--- src/rtl/serial_word_rx_pkg.sv ---
// Shared types and helpers for the serial word receiver and its bit timing.
package serial_word_rx_pkg;

  typedef enum logic [2:0] {
    IDLE,
    START,
    DATA,
    PARITY,
    STOP,
    BREAK
  } rx_state_e;

  function automatic int mid_point(input int div);
    return div / 2;
  endfunction

endpackage

--- src/rtl/serial_word_rx_bit_tick_gen.sv ---
// Bit-period divider: free-running modulo-DIV counter, held at zero by restart,
// with a mid-bit tick (first sample) and an end-of-period tick (later samples).
module bit_tick_gen
  import serial_word_rx_pkg::*;
#(
  parameter int DIV = 4
) (
  input  logic clk_sys,
  input  logic rst_b,
  input  logic restart,
  output logic mid_tick,
  output logic bit_tick
);

  localparam int CW = (DIV > 1) ? $clog2(DIV) : 1;
  localparam logic [CW-1:0] MID  = CW'(mid_point(DIV));
  localparam logic [CW-1:0] LAST = CW'(DIV - 1);

  logic [CW-1:0] cnt_q, cnt_d;

  always_comb begin
    if (restart || (cnt_q == LAST)) cnt_d = '0;
    else                            cnt_d = cnt_q + CW'(1);
  end

  always_ff @(posedge clk_sys or negedge rst_b) begin
    if (!rst_b) cnt_q <= '0;
    else        cnt_q <= cnt_d;
  end

  assign mid_tick = (cnt_q == MID);
  assign bit_tick = (cnt_q == LAST);

endmodule

--- src/rtl/serial_word_rx.sv ---
// Serial frame receiver: start, N data bits LSB-first, optional parity, stop;
// completed words are held on Q under a Valid/Ready handshake.
//
// state  | meaning
// IDLE   | line idle, divider held at 0, waiting for Sin=0
// START  | confirming start bit at mid-bit
// DATA   | shifting in N data bits
// PARITY | sampling parity bit, result held until STOP
// STOP   | checking stop bit, delivering word or raising an error
// BREAK  | line stuck low after framing error, waiting for Sin=1
module serial_word_rx
  import serial_word_rx_pkg::*;
#(
  parameter int N         = 4,
  parameter int DIV       = 4,
  parameter int PARITY_EN = 1,
  parameter int ODD       = 0
) (
  input  logic         Clk,
  input  logic         Resetn,
  input  logic         Sin,
  input  logic         Ready,
  output logic [N-1:0] Q,
  output logic         Valid,
  output logic         ParErr,
  output logic         FrmErr,
  output logic         Overrun
);

  localparam int CW = (N > 1) ? $clog2(N) : 1;
  localparam logic [CW-1:0] LAST_BIT = CW'(N - 1);
  localparam logic ODD_B = (ODD != 0);

  rx_state_e     state_q, state_d;
  logic [CW-1:0] bit_q, bit_d;
  logic [N-1:0]  shift_q, shift_d;
  logic [N-1:0]  q_q, q_d;
  logic          par_bad_q, par_bad_d;
  logic          valid_q, valid_d;
  logic          par_err_q, par_err_d;
  logic          frm_err_q, frm_err_d;
  logic          ovr_q, ovr_d;
  logic          restart, mid_tick, bit_tick;
  logic [N-1:0]  in_msb;

  bit_tick_gen #(.DIV(DIV)) u_tick (
    .clk_sys  (Clk),
    .rst_b    (Resetn),
    .restart  (restart),
    .mid_tick (mid_tick),
    .bit_tick (bit_tick)
  );

  always_comb begin
    state_d   = state_q;
    bit_d     = bit_q;
    shift_d   = shift_q;
    par_bad_d = par_bad_q;
    q_d       = q_q;
    valid_d   = valid_q && !Ready;
    par_err_d = 1'b0;
    frm_err_d = 1'b0;
    ovr_d     = 1'b0;
    restart   = 1'b0;
    in_msb    = '0;
    in_msb[N-1] = Sin;

    case (state_q)
      IDLE: begin
        restart = 1'b1;
        if (!Sin) begin
          // With DIV=1 the divider sits on the mid point, so this is the start sample.
          if (mid_tick) begin
            state_d   = DATA;
            bit_d     = '0;
            par_bad_d = 1'b0;
          end else begin
            restart = 1'b0;
            state_d = START;
          end
        end
      end
      START: begin
        if (mid_tick) begin
          restart = 1'b1;
          if (Sin) begin
            state_d = IDLE;
          end else begin
            state_d   = DATA;
            bit_d     = '0;
            par_bad_d = 1'b0;
          end
        end
      end
      DATA: begin
        if (bit_tick) begin
          shift_d = (shift_q >> 1) | in_msb;
          bit_d   = bit_q + CW'(1);
          if (bit_q == LAST_BIT) state_d = (PARITY_EN != 0) ? PARITY : STOP;
        end
      end
      PARITY: begin
        if (bit_tick) begin
          par_bad_d = (^shift_q) ^ Sin ^ ODD_B;
          state_d   = STOP;
        end
      end
      STOP: begin
        if (bit_tick) begin
          state_d = IDLE;
          if (!Sin) begin
            frm_err_d = 1'b1;
            state_d   = BREAK;
          end else if (par_bad_q) begin
            par_err_d = 1'b1;
          end else if (!valid_q || Ready) begin
            q_d     = shift_q;
            valid_d = 1'b1;
          end else begin
            ovr_d = 1'b1;
          end
        end
      end
      BREAK: begin
        restart = 1'b1;
        if (Sin) state_d = IDLE;
      end
      default: begin
        restart = 1'b1;
        state_d = IDLE;
      end
    endcase
  end

  always_ff @(posedge Clk or negedge Resetn) begin
    if (!Resetn) begin
      state_q   <= IDLE;
      bit_q     <= '0;
      shift_q   <= '0;
      par_bad_q <= 1'b0;
      q_q       <= '0;
      valid_q   <= 1'b0;
      par_err_q <= 1'b0;
      frm_err_q <= 1'b0;
      ovr_q     <= 1'b0;
    end else begin
      state_q   <= state_d;
      bit_q     <= bit_d;
      shift_q   <= shift_d;
      par_bad_q <= par_bad_d;
      q_q       <= q_d;
      valid_q   <= valid_d;
      par_err_q <= par_err_d;
      frm_err_q <= frm_err_d;
      ovr_q     <= ovr_d;
    end
  end

  assign Q       = q_q;
  assign Valid   = valid_q;
  assign ParErr  = par_err_q;
  assign FrmErr  = frm_err_q;
  assign Overrun = ovr_q;

endmodule

--- config.mk ---
export PLATFORM = sky130hd
export DESIGN_NAME = serial_word_rx
export DESIGN_NICKNAME = d
export VERILOG_FILES = /design/src/rtl/serial_word_rx_pkg.sv /design/src/rtl/serial_word_rx_bit_tick_gen.sv /design/src/rtl/serial_word_rx.sv
export SDC_FILE = /design/constraint.sdc
export NUM_CORES = 1
export LEC_CHECK = 0
export ABC_AREA = 1
export CORE_UTILIZATION = 45
export CTS_CLUSTER_SIZE = 25
export DETAILED_ROUTE_END_ITERATION = 7
export GPL_ROUTABILITY_DRIVEN = 0
export PLACE_DENSITY = 0.66
export SETUP_SLACK_MARGIN = 0.1
export SKIP_LAST_GASP = 1
export SYNTH_ARGS = -nofsm -noshare
export SYNTH_HDL_FRONTEND = slang
export SYNTH_SLANG_ARGS = --single-unit
--- constraint.sdc ---
create_clock -name Clk -period 3.3 [get_ports Clk]
set_input_delay 0.825 -clock Clk [delete_from_list [all_inputs] [get_ports Clk]]
set_output_delay 0.825 -clock Clk [all_outputs]
set_load 0.02 [all_outputs]
==> impl_metrics.py <==
metrics = {
    "finish": {
        "multi_input_area_um2": 523,
        "fillers": 205,
        "utilization_pct": 56.1,
        "final_layout_size_suffix_gt1_share_pct": 15.8,
        "num_antenna_cells": 0,
        "finalNonFillerCells": 174,
        "final_nets": 154,
        "syn2layout_area_growth_pct": 16.2,
        "seq_area_um2": 500,
    },
    "floorplanning": {
        "die_y_um": 51.2,
        "num_io_pins": 12,
        "core_um2": 2250,
        "rows": 17,
        "initial_core_util_pct": 48.3,
        "dieWidth_um": 51.2,
        "dieArea_um2": 2620,
    },
    "clock_network": {
        "cts_setup_buffers": 0,
        "cts_buffers": 3,
        "hold_buffers": 0,
        "htree_levels": 1,
        "cts.sinks": 20,
        "clockBufferDepth": 2,
        "cts_resized": 0,
        "cts-root-buf": "clkbuf_4",
        "clk_pin_slew_ps": 110,
        "cts_tree": "done",
        "clkLatencyLatePin_ps": 310,
    },
    "status": {
        "run_status": "complete, no violations",
    },
    "power_and_ir_drop": {
        "clkPwrFrac_pct": 15.0,
        "total_power_uw": 966,
        "p_leak_uw": 0.000647,
        "power.density_nw_per_um2": 764,
        "p_switching_uw": 428,
        "p_comb_share_pct": 45.5,
        "seq_power_share_pct": 39.5,
        "ir_drop_mv": 0.434,
        "swShare_pct": 44.3,
        "p_int_uw": 538,
    },
    "synth": {
        "yosys_warnings": 0,
        "synth_top_area_cell": "dfrtp_1",
        "synth.area.top_cells": "dfrtp_1, nand2_1, nand3_1",
        "yosys.area.top_type_share_pct": 46.0,
        "syn_nets": 139,
        "synth_cell_types": 25,
        "syn_avg_cell_area_um2": 8.25,
        "synthCells": 132,
        "syn_area_um2": 1090,
        "ys_seq_area_share_pct": 46.0,
        "synth-seq-cells": 20,
    },
    "detailed_routing": {
        "routed_wl_um": 2020,
        "vias": 897,
        "drt_iter0_drc": 8,
        "vias_per_cell": 5.16,
        "wl_per_cell_um": 11.6,
        "postRouteAntennaNets": 0,
        "drc_errors": 0,
        "drt_first_pass_iters": 4,
    },
    "placed_design": {
        "dpl.cell_count": 170,
        "dp_hpwl_um": 1570,
        "pre_cts_slack_ps": 1040,
        "portBuffers": 11,
    },
    "sta": {
        "hold_viol": 0,
        "slew_headroom_pct": 43.7,
        "period_share_pct": 63.4,
        "timing.fmax_mhz": 478,
        "slew_violations": 0,
        "post-route-min-period_ps": 2090,
        "setup-tns-final_ps": 0,
        "tightest_slew_ps": 842,
        "worst_slack_ps": 1210,
        "rsz0062_at_grt": "no",
        "setup_violations": 0,
        "clock_skew_ps": 4.31,
    },
    "critical_path": {
        "worstPathRequired_ps": 2470,
        "max_stage_delay_ps": 600,
        "path_delay_family": "buffers and inverters",
        "crit_arrival_ps": 1270,
        "cp_cell_sequence": "clkdlybuf4s50_1",
        "critPathLaunchType": "flip-flop",
        "end_kind": "primary output",
        "slowest_stage": "clkdlybuf4s50_1",
        "crit_buf_inv": 1,
        "path_max_fanout": 2,
        "critical_path_class": "flip-flop to primary output",
    },
    "grt": {
        "grt-ovfl-total": 0,
        "grt_pass1_wl_um": 3540,
        "grt_pass1_vias": 865,
        "grt.total_usage_pct": 18.4,
        "antenna_found_initial": 0,
        "grt_max_degree": 21,
    },
    "hold_path": {
        "worstHoldPathType": "flip-flop to flip-flop",
    },
    "job": {
        "cap_violations": 0,
    },
}
-- power by group through the flow --
stage	clock network [uW]	logic [uW]	registers, uW
CTS	150	442	382
finish	145	440	381
global route	159	508	392
floorplan	0	346	376
global placement	0	428	386
detailed placement	0	440	387
-- synthesized netlist by cell type --
| library cell | instances |
|---|---|
| a21oi_1 | 1 |
| buf_2 | 1 |
| dfrtp_1 | 20 |
| ha_1 | 3 |
| inv_1 | 10 |
| inv_2 | 6 |
| mux2_1 | 1 |
| nand2_1 | 39 |
| nand2_2 | 3 |
| nand2_4 | 1 |
| nand3_1 | 14 |
| nand4_1 | 1 |
| nand4_4 | 1 |
| nor2_1 | 9 |
| nor2_2 | 3 |
| nor2_4 | 2 |
| nor2_8 | 1 |
| nor3_2 | 1 |
| nor4_1 | 1 |
| o2111ai_1 | 1 |
| o211ai_1 | 1 |
| o21ai_0 | 5 |
| o21ai_1 | 5 |
| o21ai_2 | 1 |
| xnor2_1 | 1 |
-- worst reg2reg max path: stages (launching register included) --
cell and delay (ps):
dfrtp_1 390, ha_1 310, inv_2 160, nand2_2 120, o21ai_2 60, nor2_2 190, nand2_4 70, nand2_1 70
nand2_1 50
-- final cells by class --
| type | count | area share [%] |
|---|---|---|
| clock buffer | 4 | 2.87 |
| inverter | 16 | 4.75 |
| multi-input combinational | 95 | 41.3 |
| sequential | 20 | 39.6 |
| tap | 28 | 2.77 |
| timing repair buffer | 11 | 8.70 |
-- kinds of logic after synthesis --
logic type	Yosys count	share of synthesized area, %
flops	20	46.0
mux	1	1.03
compound gates	14	7.36
fa+ha+maj	3	3.45
simple gates	76	35.4
xor+xnor	1	0.805
buf+inv	17	5.98
-- stage by stage --
stage	area (um2)	hold WS, ps
detailed placement	1230	461
CTS	1260	478
finish	1260	470
global placement	1230	445
global route	1260	500
floorplan	1090	432
-- sequential cells by signal, summed over array words and instances (netlist names) --
name / cells
par_bad_q: 1
Valid: 1
shift_q: 4
u_tick.cnt_q: 2
FrmErr: 1
Q: 4
state_q: 3
Overrun: 1
bit_q: 2
ParErr: 1
-- cell usage in the layout, fill, tap and decap left out, drive strengths merged --
master         synthesis  routed
nand2                 43      43
ha                     3       3
mux2                   1       1
inv                   16      16
clkdlybuf4s50          0      11
nor2                  15      15
dfrtp                 20      20
nand4                  2       2
o211ai                 1       1
nor4                   1       1
xnor2                  1       1
nand3                 14      14
clkbuf                 0       4
o2111ai                1       1
nor3                   1       1
o21ai                 11      11
a21oi                  1       1
-- path summary, 6_finish.rpt --
kind | start | end | slack [ps] | cells past startpoint
worst max register to register | u_tick.cnt_q[0] | state_q[1] | 1800 | 8
worst min register to register | u_tick.cnt_q[0] | u_tick.cnt_q[0] | 470 | 1
min in group asynchronous | Resetn | Overrun | 990 | 1
worst min-delay path | u_tick.cnt_q[0] | u_tick.cnt_q[0] | 470 | 1
worst max-delay path | Valid | Valid | 1210 | 1
max in group asynchronous | Resetn | par_bad_q | 1800 | 1
-- routing by layer --
| layer | vias to the layer above | share of wire, % | global-route usage, % |
|---|---|---|---|
| met4 | 0 | 2.4 | 12.0 |
| met5 | - | 0 | 0 |
| met3 | 5 | 2.8 | 3.27 |
| met1 | 422 | 48 | 23.9 |
| met2 | 17 | 47 | 27.9 |
| li1 | 453 | - | - |
Power figures use the tool's default switching activity.
